==> src/rtl/kf8255_arb_pkg.sv <==
// Shared types and constants for the KF8255 access arbiter: FSM states, owner IDs, PPI addresses.
package kf8255_arb_pkg;

    typedef enum logic [2:0] {
        ST_INIT,
        ST_IDLE,
        ST_SETUP,
        ST_ACTIVE,
        ST_RECOVER
    } arb_state_t;

    typedef enum logic [1:0] {
        OWN_P0,
        OWN_P1,
        OWN_INT
    } owner_t;

    localparam logic [1:0] PPI_PORT_A  = 2'd0;
    localparam logic [1:0] PPI_PORT_B  = 2'd1;
    localparam logic [1:0] PPI_PORT_C  = 2'd2;
    localparam logic [1:0] PPI_CONTROL = 2'd3;

    // Mode 0, port A in, port B out, port C in.
    localparam logic [7:0] INIT_CONTROL_WORD = 8'h99;

    // Down-counter load for an N-cycle phase; N below 1 collapses to a single cycle.
    function automatic logic [3:0] cycle_load(input int cycles);
        return (cycles <= 1) ? 4'd0 : 4'(cycles - 1);
    endfunction

endpackage

==> src/rtl/kf8255_arb_priority.sv <==
// Grant selection for the two requesters, port 0 preferred, with a saturating
// starvation counter that forces port 1 in after STARVE_LIMIT consecutive losses.
module kf8255_arb_priority
    import kf8255_arb_pkg::*;
#(
    parameter int STARVE_LIMIT = 4
) (
    input  logic clock,
    input  logic reset,
    input  logic req0,
    input  logic req1,
    input  logic idle,
    output logic grant_sel,
    output logic grant_valid
);

    localparam logic [3:0] LIMIT = 4'(STARVE_LIMIT);

    logic [3:0] starve_cnt;

    assign grant_valid = idle & (req0 | req1);
    assign grant_sel   = req1 & (~req0 | (starve_cnt == LIMIT));

    // Only IDLE cycles move the counter; port 0 wins only when req1 is also high.
    always_ff @(posedge clock or posedge reset) begin
        if (reset) begin
            starve_cnt <= 4'd0;
        end else if (idle) begin
            if (!req1 || grant_sel) begin
                starve_cnt <= 4'd0;
            end else if (starve_cnt != LIMIT) begin
                starve_cnt <= starve_cnt + 4'd1;
            end
        end
    end

endmodule

==> src/rtl/kf8255_access_arbiter.sv <==
// Serialises two requesters onto one KF8255 register interface with SETUP/ACTIVE/RECOVER strobe timing.
// Optional KF8255_ARB_INIT_EN: after reset, write INIT_CONTROL_WORD to the control register before serving requests.
module kf8255_access_arbiter
    import kf8255_arb_pkg::*;
#(
    parameter int ACCESS_CYCLES   = 2,
    parameter int RECOVERY_CYCLES = 1,
    parameter int STARVE_LIMIT    = 4
) (
    input  logic       clock,
    input  logic       reset,
    input  logic       req0,
    input  logic [1:0] addr0,
    input  logic       wr0,
    input  logic [7:0] wdata0,
    output logic       ack0,
    output logic [7:0] rdata0,
    input  logic       req1,
    input  logic [1:0] addr1,
    input  logic       wr1,
    input  logic [7:0] wdata1,
    output logic       ack1,
    output logic [7:0] rdata1,
    output logic       chip_select_n,
    output logic       read_enable_n,
    output logic       write_enable_n,
    output logic [1:0] address,
    output logic [7:0] data_bus_out,
    input  logic [7:0] data_bus_in,
    output logic       busy
);

    localparam logic [3:0] ACC_LOAD    = cycle_load(ACCESS_CYCLES);
    localparam logic [3:0] REC_LOAD    = cycle_load(RECOVERY_CYCLES);
    localparam bit         HAS_RECOVER = (RECOVERY_CYCLES > 0);

`ifdef KF8255_ARB_INIT_EN
    localparam arb_state_t RESET_STATE = ST_INIT;
`else
    localparam arb_state_t RESET_STATE = ST_IDLE;
`endif

    arb_state_t state;
    owner_t     owner;
    logic [3:0] cycle_cnt;
    logic       cap_wr;
    logic       grant_sel;
    logic       grant_valid;

    kf8255_arb_priority #(
        .STARVE_LIMIT (STARVE_LIMIT)
    ) u_priority (
        .clock       (clock),
        .reset       (reset),
        .req0        (req0),
        .req1        (req1),
        .idle        (state == ST_IDLE),
        .grant_sel   (grant_sel),
        .grant_valid (grant_valid)
    );

    assign busy = (state != ST_IDLE);

    // address/data_bus_out double as the captured request and hold through ACTIVE.
    always_ff @(posedge clock or posedge reset) begin
        if (reset) begin
            state          <= RESET_STATE;
            owner          <= OWN_P0;
            cycle_cnt      <= 4'd0;
            cap_wr         <= 1'b0;
            chip_select_n  <= 1'b1;
            read_enable_n  <= 1'b1;
            write_enable_n <= 1'b1;
            address        <= 2'd0;
            data_bus_out   <= 8'd0;
            ack0           <= 1'b0;
            ack1           <= 1'b0;
            rdata0         <= 8'd0;
            rdata1         <= 8'd0;
        end else begin
            ack0 <= 1'b0;
            ack1 <= 1'b0;
            case (state)
`ifdef KF8255_ARB_INIT_EN
                ST_INIT: begin
                    owner         <= OWN_INT;
                    cap_wr        <= 1'b1;
                    address       <= PPI_CONTROL;
                    data_bus_out  <= INIT_CONTROL_WORD;
                    chip_select_n <= 1'b0;
                    state         <= ST_SETUP;
                end
`endif
                ST_IDLE: begin
                    if (grant_valid) begin
                        owner         <= grant_sel ? OWN_P1 : OWN_P0;
                        cap_wr        <= grant_sel ? wr1 : wr0;
                        address       <= grant_sel ? addr1 : addr0;
                        data_bus_out  <= grant_sel ? wdata1 : wdata0;
                        chip_select_n <= 1'b0;
                        state         <= ST_SETUP;
                    end
                end
                ST_SETUP: begin
                    read_enable_n  <= cap_wr;
                    write_enable_n <= ~cap_wr;
                    cycle_cnt      <= ACC_LOAD;
                    state          <= ST_ACTIVE;
                end
                ST_ACTIVE: begin
                    if (cycle_cnt == 4'd0) begin
                        chip_select_n  <= 1'b1;
                        read_enable_n  <= 1'b1;
                        write_enable_n <= 1'b1;
                        case (owner)
                            OWN_P0: begin
                                ack0 <= 1'b1;
                                if (!cap_wr) rdata0 <= data_bus_in;
                            end
                            OWN_P1: begin
                                ack1 <= 1'b1;
                                if (!cap_wr) rdata1 <= data_bus_in;
                            end
                            default: ;
                        endcase
                        if (HAS_RECOVER) begin
                            cycle_cnt <= REC_LOAD;
                            state     <= ST_RECOVER;
                        end else begin
                            state <= ST_IDLE;
                        end
                    end else begin
                        cycle_cnt <= cycle_cnt - 4'd1;
                    end
                end
                ST_RECOVER: begin
                    if (cycle_cnt == 4'd0) begin
                        state <= ST_IDLE;
                    end else begin
                        cycle_cnt <= cycle_cnt - 4'd1;
                    end
                end
                default: state <= ST_IDLE;
            endcase
        end
    end

endmodule

==> config.mk <==
export PLATFORM = sky130hd
export DESIGN_NAME = kf8255_access_arbiter
export DESIGN_NICKNAME = d
export VERILOG_FILES = /design/src/rtl/kf8255_arb_pkg.sv /design/src/rtl/kf8255_arb_priority.sv /design/src/rtl/kf8255_access_arbiter.sv
export SDC_FILE = /design/constraint.sdc
export NUM_CORES = 1
export LEC_CHECK = 0
export ABC_CLOCK_PERIOD_IN_PS = 5200
export CORE_ASPECT_RATIO = 1.25
export CORE_UTILIZATION = 50
export DETAILED_ROUTE_END_ITERATION = 10
export GPL_TIMING_DRIVEN = 0
export PLACE_DENSITY = 0.84
export SYNTH_ARGS = -nofsm -noshare
export SYNTH_HDL_FRONTEND = slang
export SYNTH_SLANG_ARGS = --single-unit
==> constraint.sdc <==
create_clock -name clock -period 5.2 [get_ports clock]
set_input_delay 1.3 -clock clock [delete_from_list [all_inputs] [get_ports clock]]
set_output_delay 1.3 -clock clock [all_outputs]
set_load 0.02 [all_outputs]
# Word-level counts from Yosys, hierarchy flattened
# Cells that the tools add are included.
[word_totals] reg_bits=45 latch_bits=0 inputBits=34 wordCells=74 n_memories=0 out_inout_bits=32 mem_bits_rw=0 rom_bits=0
[op_classes] n_eq_ne=12 reduce_logical=16 n_mux=24 order_cmp=0 multipliers=0 shifts=0 n_bitwise=6 div=0 n_addsub=2
[ops] op="two-way mux 4 bit" count=4
[ops] op="one-hot mux 3 bit (4 select lines)" count=1
[ops] op="one-hot mux 4 bit (3 select lines)" count=1
[ops] op="two-way mux 1 bit" count=10
[ops] op="two-way mux 3 bit" count=3
[ops] op="two-way mux 8 bit" count=1
[ops] op="inequality test 2 bit (second input constant)" count=4
[ops] op="AND reduction 2 bit" count=4
[ops] op="AND reduction 4 bit" count=2
[ops] op="equality test 3 x 2 -> 1 bit (second input constant)" count=2
[ops] op="one-hot mux 1 bit (2 select lines)" count=3
[ops] op="AND reduction 3 bit" count=2
[ops] op="nonzero test 2 bit" count=3
[ops] op="adder 4 x 1 -> 4 bit (second input constant)" count=1
[ops] op="equality test 4 x 3 -> 1 bit (second input constant)" count=1
[ops] op="zero test 4 bit" count=1
[ops] op="inequality test 4 x 3 -> 1 bit (second input constant)" count=1
[ops] op="subtractor 4 x 1 -> 4 bit (second input constant)" count=1
[ops] op="equality test 3 x 1 -> 1 bit (second input constant)" count=1
[ops] op="equality test 3 bit (second input constant)" count=1
[ops] op="inequality test 3 x 1 -> 1 bit (second input constant)" count=1
[ops] op="nonzero test 3 bit" count=1
[ops] op="bitwise AND 1 bit" count=2
[ops] op="equality test 2 x 1 -> 1 bit (second input constant)" count=1
[ops] op="6 further kinds" count=8

# Logic depth before layout (Yosys ltp)
# Gate-level depths: netlist (run 1).
[depth] word_depth=6 depth_mapped=7

# Cells and area by module
# From an unflattened synthesis (run 1), not the netlist that was laid out.
[unflattened] hier_cells=194 hier_area_um2=2149.6
[modules_own_cells] module="kf8255_access_arbiter" instances=1 seq_area_each_um2=1006.0 area_each_um2=1884.3 cells_per_inst=167
[modules_own_cells] module="kf8255_arb_priority" instances=1 seq_area_each_um2=100.1 area_each_um2=265.3 cells_per_inst=27

# Least setup slack after synthesis (run 1)
# OpenSTA, ideal clock, no wires.
[synth_path] path_kind="register to output" start="reg state[1]" end="out busy" slack_ns=2.792 path_buffers=1 path_stages_with_launch=4 arrival_time_ns=1.108 required_time_ns=3.900 path_cell_list="dfrtp_1 > clkbuf_1 > nor3b_2 > inv_1"
[synth_via] elab_chain_len=1
[synth_lines] item="from (decl)" line_no="kf8255_access_arbiter.sv:43" text="arb_state_t state;"
[synth_lines] item="from (signal assigned)" line_no="kf8255_access_arbiter.sv:67" text="state <= RESET_STATE;"
[synth_lines] item="from (signal assigned)" line_no="kf8255_access_arbiter.sv:101" text="state <= ST_SETUP;"
[synth_lines] item="from (signal assigned)" line_no="kf8255_access_arbiter.sv:108" text="state <= ST_ACTIVE;"
[synth_lines] item="inequality test 3 x 1 -> 1 bit" line_no="kf8255_access_arbiter.sv:62" text="assign busy = (state != ST_IDLE);"
[synth_lines] item="to (decl)" line_no="kf8255_access_arbiter.sv:30" text="output logic busy"
# No other way between the ends.

# Final worst setup path (run 1)
# Same ends and word-level chain as after synthesis.

==> metrics.md, run 1 <==
| Metric | Value |
|---|---|
| Synthesis-stage register bit count | `44` |
| Async S/R FF share, synth | `100%` |
| Fraction of the yosys area taken by sequential cells | `roughly half` |
| Critical path endpoint category | `output pin` |
| Number of stages on the worst setup path | `4` |
| Worst Path Max Fanout | `10` |
| Largest stage delay on the critical path | `0.60 ns` |
| Ratio of total power to cell area | `585 nW/µm²` |
| First-pass iteration count of the detailed router | `4` |
| Most frequent standard cell in the layout excluding fill and tap cells | `clkdlybuf4s50_1` |
| Highest-count cells in the layout ignoring fill and taps | `65 x clkdlybuf4s50_1, 40 x dfrtp_1, 19 x a21oi_1` |
| Synth area leader | `dfrtp_1` |
| Xor/xnor share of the synthesized area | `0%` |
| Post-route design area | `3080 µm²` |
| # resized after CTS | `0` |
| Cells along the critical path | `clkbuf_1 > nor3b_2 > inv_1 > clkdlybuf4s50_1` |
| Area Growth Syn to Fin | `37.5%` |
| Nets in the synthesized netlist | `240` |
| # hold bufs at CTS | `0` |
| Endpoint of the lowest-slack register-to-register path | `cap_wr` |
| Proportion of netlist area held by the largest area contributor | `44.7%` |
| Post-synthesis share of cell area spent on and, or, nand and nor gates | `14.0%` |
| Clock tree from TritonCTS | `built` |
| Maximum buffer depth of the clock tree | `2` |
| Arrival time at the worst endpoint | `between 2 and 2.5 ns` |
| Vias per std cell | `5.63` |
| Final Wtd Congestion | `0.816` |
| Number of synthesized flops with an enable pin | `0` |
| Synth top area cells | `dfrtp_1 45%, mux2_4 5.4%, a21bo_2 4.9%` |
| Switching power share of the total | `39.8%` |
| Nets | `~310` |
| Sum of buffers and inverters on the critical path | `3` |
| IO buf count | `65` |
| RSZ-0062 raised after global routing | `false` |
| Total cell area at the placement stage | `2980 µm²` |
| Required time of the critical path | `3.90 ns` |
| Combined area of all synthesized cells | `between 2000 and 2500 µm²` |
| Wire length of the first global-routing pass | `about 8600 µm` |
| Routed WL | `~5000 µm` |
| Total vias in the final route | `between 1500 and 2000` |
| Minimum clock period after layout | `3.55 ns` |
| Insertion delay of the later-clocked pin in the worst-skew pair | `0.30 ns` |
| Critical path's top delay family | `buffers and inverters` |
| Maximum resistive drop on vdd | `0.306 mV` |
| Number of setup violations in the final report | `0` |
| Die outline area | `about 4700 µm²` |
| Fraction of power consumed by the clock network | `roughly 13%` |
| Num rows | `26` |
| HP Class | `reg -> reg` |
| Warning count from the yosys run | `0` |
| Maximum number of pins on one net before global-route repair | `25` |
| Number of library cell types mapped by synthesis | `47` |
| Part of the power in registers | `34.2%` |
| Overflow left after global routing | `0` |
| Cell type of the slowest stage on the worst timing path | `clkdlybuf4s50_1` |
| Final max-slew violation count | `0` |
| Per-instance average area after synthesis | `11.1 µm²` |
| Worst Max-Slew Pin Slew | `roughly 0.8 ns` |
| Beginning of the worst register-to-register path | `state[1]` |
| Tcrit/Tclk final | `roughly two thirds` |
| Register-to-register path setup slack | `2.86 ns` |
| Post-route clock skew | `0.00915 ns` |
| Initial standard-cell utilization of the core | `roughly 53%` |
| Adder-cell area share of the yosys netlist | `2.24%` |
| Outcome | `finished, final reports clean` |
| Synthesized netlist cell count | `202` |
| Cts bufs inserted | `5` |
| Routed len/inst | `15.0 µm` |
| Number of antenna violations at the first check in global routing | `0` |
| Share of layout cells above drive strength 1 | `18.1%` |
| Number of fill cells | `291` |
| Top FF cell, synth | `dfrtp_1` |
| Height of the die | `76.8 µm` |
| Reg2reg path depth | `6` |
| Internal power component | `~0.0011 W` |
| Hold Fails Final Rpt | `0` |
| Buffers inserted by post-CTS timing repair | `0` |
| Final Core Density | `73.3%` |
| Buffer cell driving the clock tree root | `clkbuf_8` |
| Critical Setup Path Class | `reg -> out` |
| Fraction of the mapped netlist area in compound gates | `around 20%` |
| Via count of the first global-routing pass | `~1800` |
| Post-route DRC | `0` |
| Antenna Cells | `0` |
| Share of total power in combinational logic | `53.0%` |
| DRC violation total after the first TritonRoute iteration | `60` |
| Worst hold path stage count | `2` |
| Startpoint class of the critical path | `flip-flop` |
| Main combinational cell family by area after synthesis | `compound AO/OA/AOI/OAI gates` |
| Placeable core region | `4200 µm²` |
| Top Ports | `66` |
| Clock sink total | `44` |
| Post-DP HPWL | `3630 µm` |
| Slew headroom | `46.3%` |
| Worst hold margin | `between 0.4 and 0.5 ns` |
| Hold EP | `chip_select_n` |
| Launch instance of the worst min-delay path | `chip_select_n` |
| Net switching power of the design | `0.000717 W` |
| CTS H-tree lvls | `2` |
| Post-synthesis mux area share | `roughly 10%` |
| Leakage component of the power | `roughly 1.3 nW` |
| Width of the chip | `61.8 µm` |
| Remaining number of nets flagged by the antenna check after routing | `0` |
| Total design power | `between 0.0015 and 0.002 W` |
| Max-capacitance violation count | `0` |
| Global router's overall resource usage | `24.3%` |
| Maximum clock frequency | `281 MHz` |
| Clock-pin slew on the worst setup and hold paths | `0.08 ns` |
| Total Neg Setup Slack | `0 ns` |
[state kept, by name (all words and copies together), names as in the netlist, 2 cells and up]
signal and cells:
rdata0 8, u_priority.starve_cnt 4, cycle_cnt 4, rdata1 8, data_bus_out 8, address 2
state 3
[layer usage]
metal | GRT usage, % | routed length (µm) | vias to the layer above
met5 | 0 | 0 | -
met4 | 6.00 | 83 | 0
met3 | 6.41 | 282 | 10
met2 | 38.2 | 2500 | 65
met1 | 32.9 | 2100 | 901
li1 | - | - | 892
[tightest hold or removal path: stages, from the launching register on]
cell	delay, ns
dfstp_2	0.37
inv_1	0.04
a21oi_1	0.05
[per-stage QoR]
step,worst slack [ns],cells
floorplan,2.79,202
detailed placement,2.00,324
global route,1.50,332
finish,1.65,332
global placement,1.98,323
CTS,1.66,332
[cell usage after synthesis (2+ instances only)]
| library cell | count |
|---|---|
| a31oi_1 | 11 |
| mux2_2 | 8 |
| inv_1 | 10 |
| ha_1 | 4 |
| nor4b_1 | 2 |
| or2_2 | 2 |
| nand2b_1 | 3 |
| mux2_4 | 8 |
| a221o_1 | 2 |
| buf_6 | 2 |
| nand3_1 | 13 |
| dfstp_2 | 4 |
| a21oi_1 | 19 |
| o31ai_1 | 2 |
| dfrtp_1 | 40 |
| o41ai_1 | 2 |
| o21ai_0 | 4 |
| clkbuf_1 | 11 |
| nor2_1 | 7 |
| nand2_1 | 8 |
| a21bo_2 | 11 |
| and3b_1 | 2 |
| nand3b_1 | 2 |
| o22ai_1 | 2 |
[worst max path at each step]
stage / start / end / slack (ns)
6_report: state[1] / busy / 1.65
5_1_grt: state[1] / busy / 1.50
3_5_place_dp: state[1] / busy / 2.00
2_1_floorplan: state[1] / busy / 2.79
3_3_place_gp: reset / cycle_cnt[3] / 1.98
4_1_cts: state[1] / busy / 1.66
[layout make-up]
type                    instances  area, µm²  share of cell area [%]
flip-flops and latches         44       1110                    36.0
multi-input cells             135       1030                    33.5
repair buffers                 66        671                    21.8
clock buffers                   6       82.6                    2.69
well taps                      56       70.1                    2.28
plain buffers                  13       63.8                    2.07
inverters                      10       37.5                    1.22
clock inverters                 2       15.0                   0.488
[cell families (layout without fill, tap and decap cells)]
kind of cell	after synthesis	in the layout
AOI/OAI and AO/OA	63	63
buffers and inverters	23	97
adders and majority gates	4	4
and+or+nand+nor	51	51
muxes	17	17
DFF	44	44
[power groups by stage]
stage          clock [W]  sequential [W]  combinational [W]
2_1_floorplan          0        0.000740           0.000460
3_5_place_dp           0        0.000619           0.000958
5_1_grt         0.000252        0.000638            0.00104
4_1_cts         0.000235        0.000614           0.000960
6_report        0.000231        0.000615           0.000953
3_3_place_gp           0        0.000610           0.000938
Power figures use the tool's default switching activity.
==> run 2, diff against run 1 <==
--- a/config.mk
+++ b/config.mk
@@ -5,12 +5,12 @@
 export SDC_FILE = /design/constraint.sdc
 export NUM_CORES = 1
 export LEC_CHECK = 0
-export ABC_CLOCK_PERIOD_IN_PS = 5200
+export ABC_CLOCK_PERIOD_IN_PS = 3300
 export CORE_ASPECT_RATIO = 1.25
-export CORE_UTILIZATION = 50
+export CORE_UTILIZATION = 47
 export DETAILED_ROUTE_END_ITERATION = 10
 export GPL_TIMING_DRIVEN = 0
-export PLACE_DENSITY = 0.84
+export PLACE_DENSITY = 0.8
 export SYNTH_ARGS = -nofsm -noshare
 export SYNTH_HDL_FRONTEND = slang
 export SYNTH_SLANG_ARGS = --single-unit
==> constraint.sdc (replaced) <==
create_clock -name clock -period 3.3 [get_ports clock]
set_input_delay 0.825 -clock clock [delete_from_list [all_inputs] [get_ports clock]]
set_output_delay 0.825 -clock clock [all_outputs]
set_load 0.02 [all_outputs]
==> run 2 against run 1 <==
Non-clock buffer count did not move. Die area grew 6.2%. Setup slack worse by 1.4 ns. First-iteration DRC count grew 60%. Critical path depth is the same. Flip-flop and latch count unchanged. Global-route usage down 2.1 points. Utilization shrank 5.1 points. Sequential power increased by 58%. Clock power grew 40%. Combinational power is 59% higher. Critical path type unchanged.
==> metrics.md, run 2 (synthesis gave the netlist of run 1 again) <==
| Metric | Value |
|---|---|
| Outcome | `finished, final reports clean (unchanged)` |
| Via count of the first global-routing pass | `1824 (was 1779)` |
| Worst hold path stage count | `2 (unchanged)` |
| Width of the chip | `63.7 µm (was 61.8 µm)` |
| Highest-count cells in the layout ignoring fill and taps | `65 x clkdlybuf4s50_1, 40 x dfrtp_1, 19 x a21oi_1 (unchanged)` |
| First-pass iteration count of the detailed router | `4 (unchanged)` |
| Cts bufs inserted | `5 (unchanged)` |
| Total design power | `0.00282 W (was 0.00180 W)` |
| Cell type of the slowest stage on the worst timing path | `clkdlybuf4s50_1 (unchanged)` |
| Total Neg Setup Slack | `0 ns (unchanged)` |
| Remaining number of nets flagged by the antenna check after routing | `0 (unchanged)` |
| Required time of the critical path | `2.47 ns (was 3.90 ns)` |
| Height of the die | `79.1 µm (was 76.8 µm)` |
| Insertion delay of the later-clocked pin in the worst-skew pair | `0.30 ns (about the same)` |
| # resized after CTS | `0 (unchanged)` |
| Beginning of the worst register-to-register path | `cycle_cnt[0] (was state[1])` |
| Ratio of total power to cell area | `919 nW/µm² (was 585 nW/µm²)` |
| Arrival time at the worst endpoint | `2.24 ns (was 2.25 ns)` |
| Maximum resistive drop on vdd | `0.406 mV (was 0.306 mV)` |
| # hold bufs at CTS | `0 (unchanged)` |
| Post-route DRC | `0 (unchanged)` |
| Critical path's top delay family | `buffers and inverters (unchanged)` |
| Launch instance of the worst min-delay path | `chip_select_n (unchanged)` |
| Number of setup violations in the final report | `0 (unchanged)` |
| Die outline area | `5040 µm² (was 4750 µm²)` |
| Post-route clock skew | `0.0106 ns (was 0.00915 ns)` |
| Largest stage delay on the critical path | `0.60 ns (about the same)` |
| Minimum clock period after layout | `3.07 ns` |
| Vias per std cell | `5.59 (was 5.63)` |
| Global router's overall resource usage | `22.2% (was 24.3%)` |
| Top Ports | `66 (unchanged)` |
| Routed len/inst | `15.5 µm (was 15.0 µm)` |
| Slew headroom | `43.0% (was 46.3%)` |
| HP Class | `reg -> reg (unchanged)` |
| Most frequent standard cell in the layout excluding fill and tap cells | `clkdlybuf4s50_1 (unchanged)` |
| Share of layout cells above drive strength 1 | `17.8% (was 18.1%)` |
| Maximum buffer depth of the clock tree | `2 (unchanged)` |
| Buffers inserted by post-CTS timing repair | `0 (unchanged)` |
| Final max-slew violation count | `0 (unchanged)` |
| Largest registers in the final layout | `data_bus_out (8), rdata0 (8), rdata1 (8) (unchanged)` |
| Maximum number of pins on one net before global-route repair | `44 (was 25)` |
| Leakage component of the power | `1.29 nW (was 1.30 nW)` |
| Hold Fails Final Rpt | `0 (unchanged)` |
| Buffer cell driving the clock tree root | `clkbuf_8 (unchanged)` |
| RSZ-0062 raised after global routing | `false (unchanged)` |
| Clock sink total | `44 (unchanged)` |
| Overflow left after global routing | `0 (unchanged)` |
| Number of antenna violations at the first check in global routing | `0 (unchanged)` |
| Sum of buffers and inverters on the critical path | `3 (unchanged)` |
| Clock tree from TritonCTS | `built (unchanged)` |
| Startpoint class of the critical path | `flip-flop (unchanged)` |
| Endpoint of the lowest-slack register-to-register path | `rdata1[1] (was cap_wr)` |
| Area Growth Syn to Fin | `36.9% (was 37.5%)` |
| Antenna Cells | `0 (unchanged)` |
| Maximum clock frequency | `approximately 330 MHz` |
| Initial standard-cell utilization of the core | `49.8% (was 53.3%)` |
| Post-DP HPWL | `3750 µm (was 3630 µm)` |
| Critical path endpoint category | `output pin (unchanged)` |
| Nets | `313 (unchanged)` |
| Num rows | `27 (was 26)` |
| Register-to-register path setup slack | `0.98 ns (was 2.86 ns)` |
| Hold EP | `chip_select_n (unchanged)` |
| Cells along the critical path | `clkbuf_1 > nor3b_2 > inv_1 > clkdlybuf4s50_1 (unchanged)` |
| Worst Path Max Fanout | `10 (unchanged)` |
| CTS H-tree lvls | `2 (unchanged)` |
| Max-capacitance violation count | `0 (unchanged)` |
| Routed WL | `5160 µm (was 4970 µm)` |
| IO buf count | `65 (unchanged)` |
| Critical Setup Path Class | `reg -> out (unchanged)` |
| Wire length of the first global-routing pass | `8610 µm (was 8630 µm)` |
| Total vias in the final route | `1861 (was 1868)` |
| Worst Max-Slew Pin Slew | `0.854 ns (was 0.803 ns)` |
| DRC violation total after the first TritonRoute iteration | `96 (was 60)` |
| Reg2reg path depth | `6 (unchanged)` |
| Placeable core region | `4490 µm² (was 4200 µm²)` |
| Clock-pin slew on the worst setup and hold paths | `0.09 ns (was 0.08 ns)` |
| Tcrit/Tclk final | `92.9%` |
| Final Wtd Congestion | `0.828 (was 0.816)` |
run 2: report_power, final:
part / leakage [nW] / internal [W] / total [W] / switching, W
Clock: 0.0400 / 0.000143 / 0.000324 / 0.000181
Sequential: 0.529 / 0.000799 / 0.000972 / 0.000173
Combinational: 0.724 / 0.000739 / 0.00152 / 0.000780
run 2: layout make-up:
class / instances / area (µm²)
fillers: 346 / 1430
flip-flops and latches: 44 / 1110
multi-input cells: 135 / 1030
repair buffers: 66 / 671
well taps: 58 / 72.6
clock buffers: 5 / 68.8
plain buffers: 13 / 63.8
inverters: 10 / 37.5
clock inverters: 2 / 12.5
run 2: worst max path at each step:
stage	start	endpoint	depth (start not counted)
floorplan	cycle_cnt[0]	rdata0[0]	7
global placement	reset	cycle_cnt[1]	2
detailed placement	state[1]	busy	4
CTS	state[1]	busy	4
global route	state[1]	busy	4
finish	state[1]	busy	4
run 2: per-layer routing:
layer  global-route usage (%)  wire length, µm
met1                     27.3             2200
met2                     38.1             2650
met3                     4.74              250
met4                     7.73               65
met5                        0                0
run 2: tightest hold or removal path, cell delays in order, from the launching register on:
cell and delay [ns]:
dfstp_2 0.37, inv_1 0.05, a21oi_1 0.05
run 2: through the flow:
stage / setup WS, ns / instances / hold slack, ns / instance area [µm²] / utilization (%)
global placement: 0.569 / 325 / 0.441 / 2960 / 65.9
CTS: 0.218 / 333 / 0.475 / 3060 / 68.1
finish: 0.233 / 333 / 0.473 / 3060 / 68.1
global route: 0.112 / 333 / 0.491 / 3060 / 68.1
detailed placement: 0.552 / 326 / 0.459 / 2980 / 66.3
floorplan: 1.13 / 202 / 0.427 / 2240 / -
